==> src/rtl/tusca_tx_medida.sv <==
// tusca_tx_medida -- UART 8N1 transmitter for one measurement frame.
// Frame on the line: HEADER, umidade, temperatura[, checksum], each byte
// sent as start bit, 8 data bits LSB first, stop bit, with no gap between
// the bytes of a frame.
// Optional feature: define TUSCA_TX_CHECKSUM_EN to append the checksum byte
// (umidade + temperatura, mod 256). Without it the frame is three bytes.
module tusca_tx_medida #(
  parameter int unsigned CLKS_PER_BIT = 434,
  parameter logic [7:0]  HEADER       = 8'hA5
) (
  input  logic       clock,
  input  logic       reset,
  input  logic       medir,
  input  logic [7:0] umidade,
  input  logic [7:0] temperatura,
  output logic       tx_serial,
  output logic       ocupado,
  output logic       pronto,
  output logic       descartado
);

  localparam logic [15:0] BAUD_LAST = 16'(CLKS_PER_BIT - 32'd1);
`ifdef TUSCA_TX_CHECKSUM_EN
  localparam logic [1:0]  BYTE_LAST = 2'd3;
`else
  localparam logic [1:0]  BYTE_LAST = 2'd2;
`endif

  typedef enum logic [1:0] {IDLE, START, DATA, STOP} state_t;

  state_t      state_q, state_d;
  logic [1:0]  byte_idx_q, byte_idx_d;
  logic [2:0]  bit_idx_q, bit_idx_d;
  logic [15:0] baud_q, baud_d;
  logic [7:0]  umid_q, umid_d;
  logic [7:0]  temp_q, temp_d;
  logic        tx_q, tx_d;
  logic        ocup_q, ocup_d;
  logic        pronto_q, pronto_d;
  logic        desc_q, desc_d;

  logic [7:0]  cur_byte;
  logic [2:0]  bit_idx_nx;
  logic        bit_end;

  assign bit_end    = (baud_q == BAUD_LAST);
  assign bit_idx_nx = bit_idx_q + 3'd1;

`ifdef TUSCA_TX_CHECKSUM_EN
  logic [7:0] checksum;
  // Checksum is taken from the latched bytes so input changes mid-frame are invisible
  assign checksum = umid_q + temp_q;
`endif

  // Select the byte currently on the line
  always_comb begin
    cur_byte = HEADER;
    case (byte_idx_q)
      2'd0:    cur_byte = HEADER;
      2'd1:    cur_byte = umid_q;
      2'd2:    cur_byte = temp_q;
`ifdef TUSCA_TX_CHECKSUM_EN
      default: cur_byte = checksum;
`else
      default: cur_byte = '0;
`endif
    endcase
  end

  // Next-state logic: bit timing, bit/byte sequencing and registered line value
  always_comb begin
    state_d    = state_q;
    byte_idx_d = byte_idx_q;
    bit_idx_d  = bit_idx_q;
    baud_d     = baud_q;
    umid_d     = umid_q;
    temp_d     = temp_q;
    tx_d       = tx_q;
    pronto_d   = 1'b0;
    // A request seen while busy is dropped and only reported
    desc_d     = medir & ocup_q;

    if (state_q == IDLE) begin
      tx_d       = 1'b1;
      baud_d     = '0;
      bit_idx_d  = '0;
      byte_idx_d = '0;
      if (medir) begin
        umid_d  = umidade;
        temp_d  = temperatura;
        state_d = START;
        tx_d    = 1'b0;
      end
    end else if (!bit_end) begin
      baud_d = baud_q + 16'd1;
    end else begin
      baud_d = '0;
      case (state_q)
        START: begin
          state_d   = DATA;
          bit_idx_d = '0;
          tx_d      = cur_byte[0];
        end
        DATA: begin
          if (bit_idx_q == 3'd7) begin
            state_d = STOP;
            tx_d    = 1'b1;
          end else begin
            bit_idx_d = bit_idx_nx;
            tx_d      = cur_byte[bit_idx_nx];
          end
        end
        STOP: begin
          if (byte_idx_q == BYTE_LAST) begin
            state_d    = IDLE;
            byte_idx_d = '0;
            tx_d       = 1'b1;
            pronto_d   = 1'b1;
          end else begin
            byte_idx_d = byte_idx_q + 2'd1;
            state_d    = START;
            tx_d       = 1'b0;
          end
        end
        default: begin
          state_d = IDLE;
          tx_d    = 1'b1;
        end
      endcase
    end

    ocup_d = (state_d != IDLE);
  end

  // State and output registers with synchronous reset
  always_ff @(posedge clock) begin
    if (reset) begin
      state_q    <= IDLE;
      byte_idx_q <= '0;
      bit_idx_q  <= '0;
      baud_q     <= '0;
      umid_q     <= '0;
      temp_q     <= '0;
      tx_q       <= 1'b1;
      ocup_q     <= 1'b0;
      pronto_q   <= 1'b0;
      desc_q     <= 1'b0;
    end else begin
      state_q    <= state_d;
      byte_idx_q <= byte_idx_d;
      bit_idx_q  <= bit_idx_d;
      baud_q     <= baud_d;
      umid_q     <= umid_d;
      temp_q     <= temp_d;
      tx_q       <= tx_d;
      ocup_q     <= ocup_d;
      pronto_q   <= pronto_d;
      desc_q     <= desc_d;
    end
  end

  assign tx_serial  = tx_q;
  assign ocupado    = ocup_q;
  assign pronto     = pronto_q;
  assign descartado = desc_q;

endmodule

==> config.mk <==
export PLATFORM = sky130hd
export DESIGN_NAME = tusca_tx_medida
export DESIGN_NICKNAME = d
export VERILOG_FILES = /design/src/rtl/tusca_tx_medida.sv
export SDC_FILE = /design/constraint.sdc
export NUM_CORES = 1
export LEC_CHECK = 0
export CORE_MARGIN = 2
export CORE_UTILIZATION = 40
export CTS_CLUSTER_SIZE = 40
export DETAILED_ROUTE_END_ITERATION = 16
export PLACE_DENSITY = 0.64
export SYNTH_ARGS = -nofsm -noshare
export SYNTH_HDL_FRONTEND = slang
export SYNTH_SLANG_ARGS = --single-unit
==> constraint.sdc <==
create_clock -name clock -period 3.4 [get_ports clock]
set_clock_uncertainty 0.1 [all_clocks]
set_input_delay 0.68 -clock clock [delete_from_list [all_inputs] [get_ports clock]]
set_output_delay 0.68 -clock clock [all_outputs]
set_load 0.02 [all_outputs]
==> qor.yml <==
status: "complete, no violations"
fmax_mhz: 446.1
p_leak_nw: 0.8388
top_usage_layer: "met2"
totalWireLength_um: 3803
ioPinCount: 23
crit_start: "bit_idx_q[0]"
worstSkewPairLatency_ns: 0.29
grtUsageMet2: 0.2468
synth-compound-area-share: 0.1480
synth_mux_area_frac: 0.004997
grt_pass1_vias: 1579
place.gp.congestion: 0.8378
synth_adder_area_share: 0.04997
ant_nets: 0
setup_viol_count_final: 0
synth-main-ff-cell: "dfxtp_1"
synthTopCellsByArea: "dfxtp_1, nand2_1, a21oi_1"
cts_max_level: 2
synth_top_family_by_area: "simple AND/OR/NAND/NOR gates"
setup_tns_ns: 0
ys_seq_area_frac: 0.4297
coreArea_mm2: 0.004786
use_met3: 0.04418
cts.sinks: 43
rsz0062_at_grt: "no"
final_area_mm2: 0.002336
cp_top_family: "compound AO/OA/AOI/OAI gates"
synth_top_area_frac: 0.4297
yosysUniqueCellTypes: 44
antenna_cells: 0
hold_buffers: 0
critPathKind: "reg2reg"
crit_path_max_fanout: 9
first_iter_violations: 95
antenna_found_initial: 0
die_area_mm2: 0.005590
dr.pass1.iters: 4
mostFrequentLayoutCells: "dfxtp_1, nand2_1, a21oi_1, nor2_1, clkdlybuf4s50_1"
synth_edf_count: 0
end_kind: "flip-flop"
drv_cap: 0
cts_setup_buffers: 0
layout.nets: 286
crit_chain: "ha_1, nand2b_1, a221oi_1, a31oi_1, a311o_1, a211o_1"
final_common_cell: "dfxtp_1"
crit_buf_inv: 0
clockRootBuffer: "clkbuf_8"
hold_class: "reg2reg"
cts_buffers: 5
synthCells: 242
synth_top_area_cell: "dfxtp_1"
cts_tree: "done"
vias_per_cell: 4.991
grt.total_usage: 0.1579
syn_nets: 269
grt.overflow.total: 0
worstMarginPinSlew_ns: 0.5992
slew_violations: 0
arrival_ns: 2.32
grt_pass1_wl_um: 6879
final_core_util: 0.4881
worst_ep_required_time_ns: 3.48
relSlewSlack: 0.6006
p_per_area_mw_per_mm2: 401.5
hold_start: "temp_q[7]"
syn-mean-instance-area_um2: 8.278
startpoint_type: "flip-flop"
remaining_drc_errors: 0
synth-simple-area-share: 0.2573
period_minus_slack_ns: 2.242
ys_async_sr_fraction: 0
wl_per_cell_um: 11.63
cts_resized: 0
r2r_start: "bit_idx_q[0]"
period_share: 0.6593
die_h_um: 74.77
hpwl_um: 2760
yosys_warnings: 0
ir_drop_mv: 0.1847
rows: 25
fp.dieW_um: 74.77
ys_ff_latch: 43
slowest_stage: "dfxtp_1"
drive_gt1_frac: 0.03462
hold_violations: 0
cts.path.max_buffers: 2
grt_max_degree: 22
placed_area_mm2: 0.002251
cts.reportedPaths.clkPinSlew_ns: 0.08
io_buffer_count: 22
via_count: 1632
syn_to_final_growth_pct: 16.61
cpPeakStageDelay_ns: 0.51
use_met1: 0.2109
syn_area_mm2: 0.002003
yosys.area_share.xor_xnor: 0.06121
start_util: 0.4186
## synth_stat cells, types with 2 or more instances
cell type	count
and2_1	2
nand4_1	3
nand2_1	39
a22oi_1	2
a21oi_1	26
and3_1	4
a221oi_1	3
ha_1	8
nand3_1	11
and4_1	3
a31oi_1	2
nand2b_1	5
xnor2_1	5
dfxtp_1	43
nor2b_1	4
buf_2	3
clkbuf_1	7
nor2_1	22
nor3_1	2
o21ai_0	6
nor3b_1	2
inv_1	9
xor2_1	9
o221ai_1	2
## final timing paths
| path | depth (start not counted) | slack [ns] | endpoint |
|---|---|---|---|
| worst max-delay path | 6 | 1.16 | tx_serial |
| worst min register to register | 2 | 0.35 | temp_q[7] |
| worst min-delay path | 2 | 0.35 | temp_q[7] |
| worst max register to register | 6 | 1.16 | tx_serial |
## layer usage
layer | vias to the layer above | share of wire
met3 | 2 | 0.036
met1 | 736 | 0.50
met2 | 27 | 0.46
li1 | 867 | -
met5 | - | 0
met4 | 0 | 0.0089
## cell type report
| cell class | instances | area [um^2] |
|---|---|---|
| fill | 474 | 2450 |
| multi-input combinational | 177 | 1045 |
| sequential | 43 | 860.8 |
| timing repair buffer | 23 | 227.7 |
| tap | 67 | 83.83 |
| clock buffer | 6 | 72.57 |
| inverter | 9 | 33.78 |
| clock inverter | 2 | 12.51 |
## flip-flops by register name, summed over array words and instances (netlist names)
register / flops
ocupado: 1
descartado: 1
bit_idx_q: 3
tx_serial: 1
pronto: 1
umid_q: 8
byte_idx_q: 2
state_q: 2
temp_q: 8
baud_q: 16
## where the power goes
| group | internal, mW | switching, mW | total, mW |
|---|---|---|---|
| Clock | 0.144 | 0.168 | 0.312 |
| Combinational | 0.0443 | 0.0479 | 0.0922 |
| Sequential | 0.522 | 0.0121 | 0.534 |
## worst reg2reg max path, cell delays in order (launching register included)
cell and delay, ns:
dfxtp_1 0.51, ha_1 0.39, nand2b_1 0.19, a221oi_1 0.21
a31oi_1 0.08, a311o_1 0.37, a211o_1 0.28
## stage by stage
stage / total power, mW / setup WS [ns] / hold slack (ns) / instances
finish: 0.9380 / 1.158 / 0.3538 / 327
global route: 0.9838 / 1.013 / 0.3928 / 327
CTS: 0.9504 / 1.148 / 0.3609 / 327
detailed placement: 0.6385 / 0.8697 / 0.3496 / 319
global placement: 0.6375 / 0.9157 / 0.3443 / 319
floorplan: 0.5985 / 1.333 / 0.3321 / 242
## cells by family after synthesis
group / Yosys count
and+or+nand+nor: 105
DFF: 43
xor gates and xnor gates: 14
muxes: 1
buffers and inverters: 22
adders and majority gates: 8
AOI/OAI and AO/OA: 49
No activity file was read; power rests on OpenSTA's default activity.
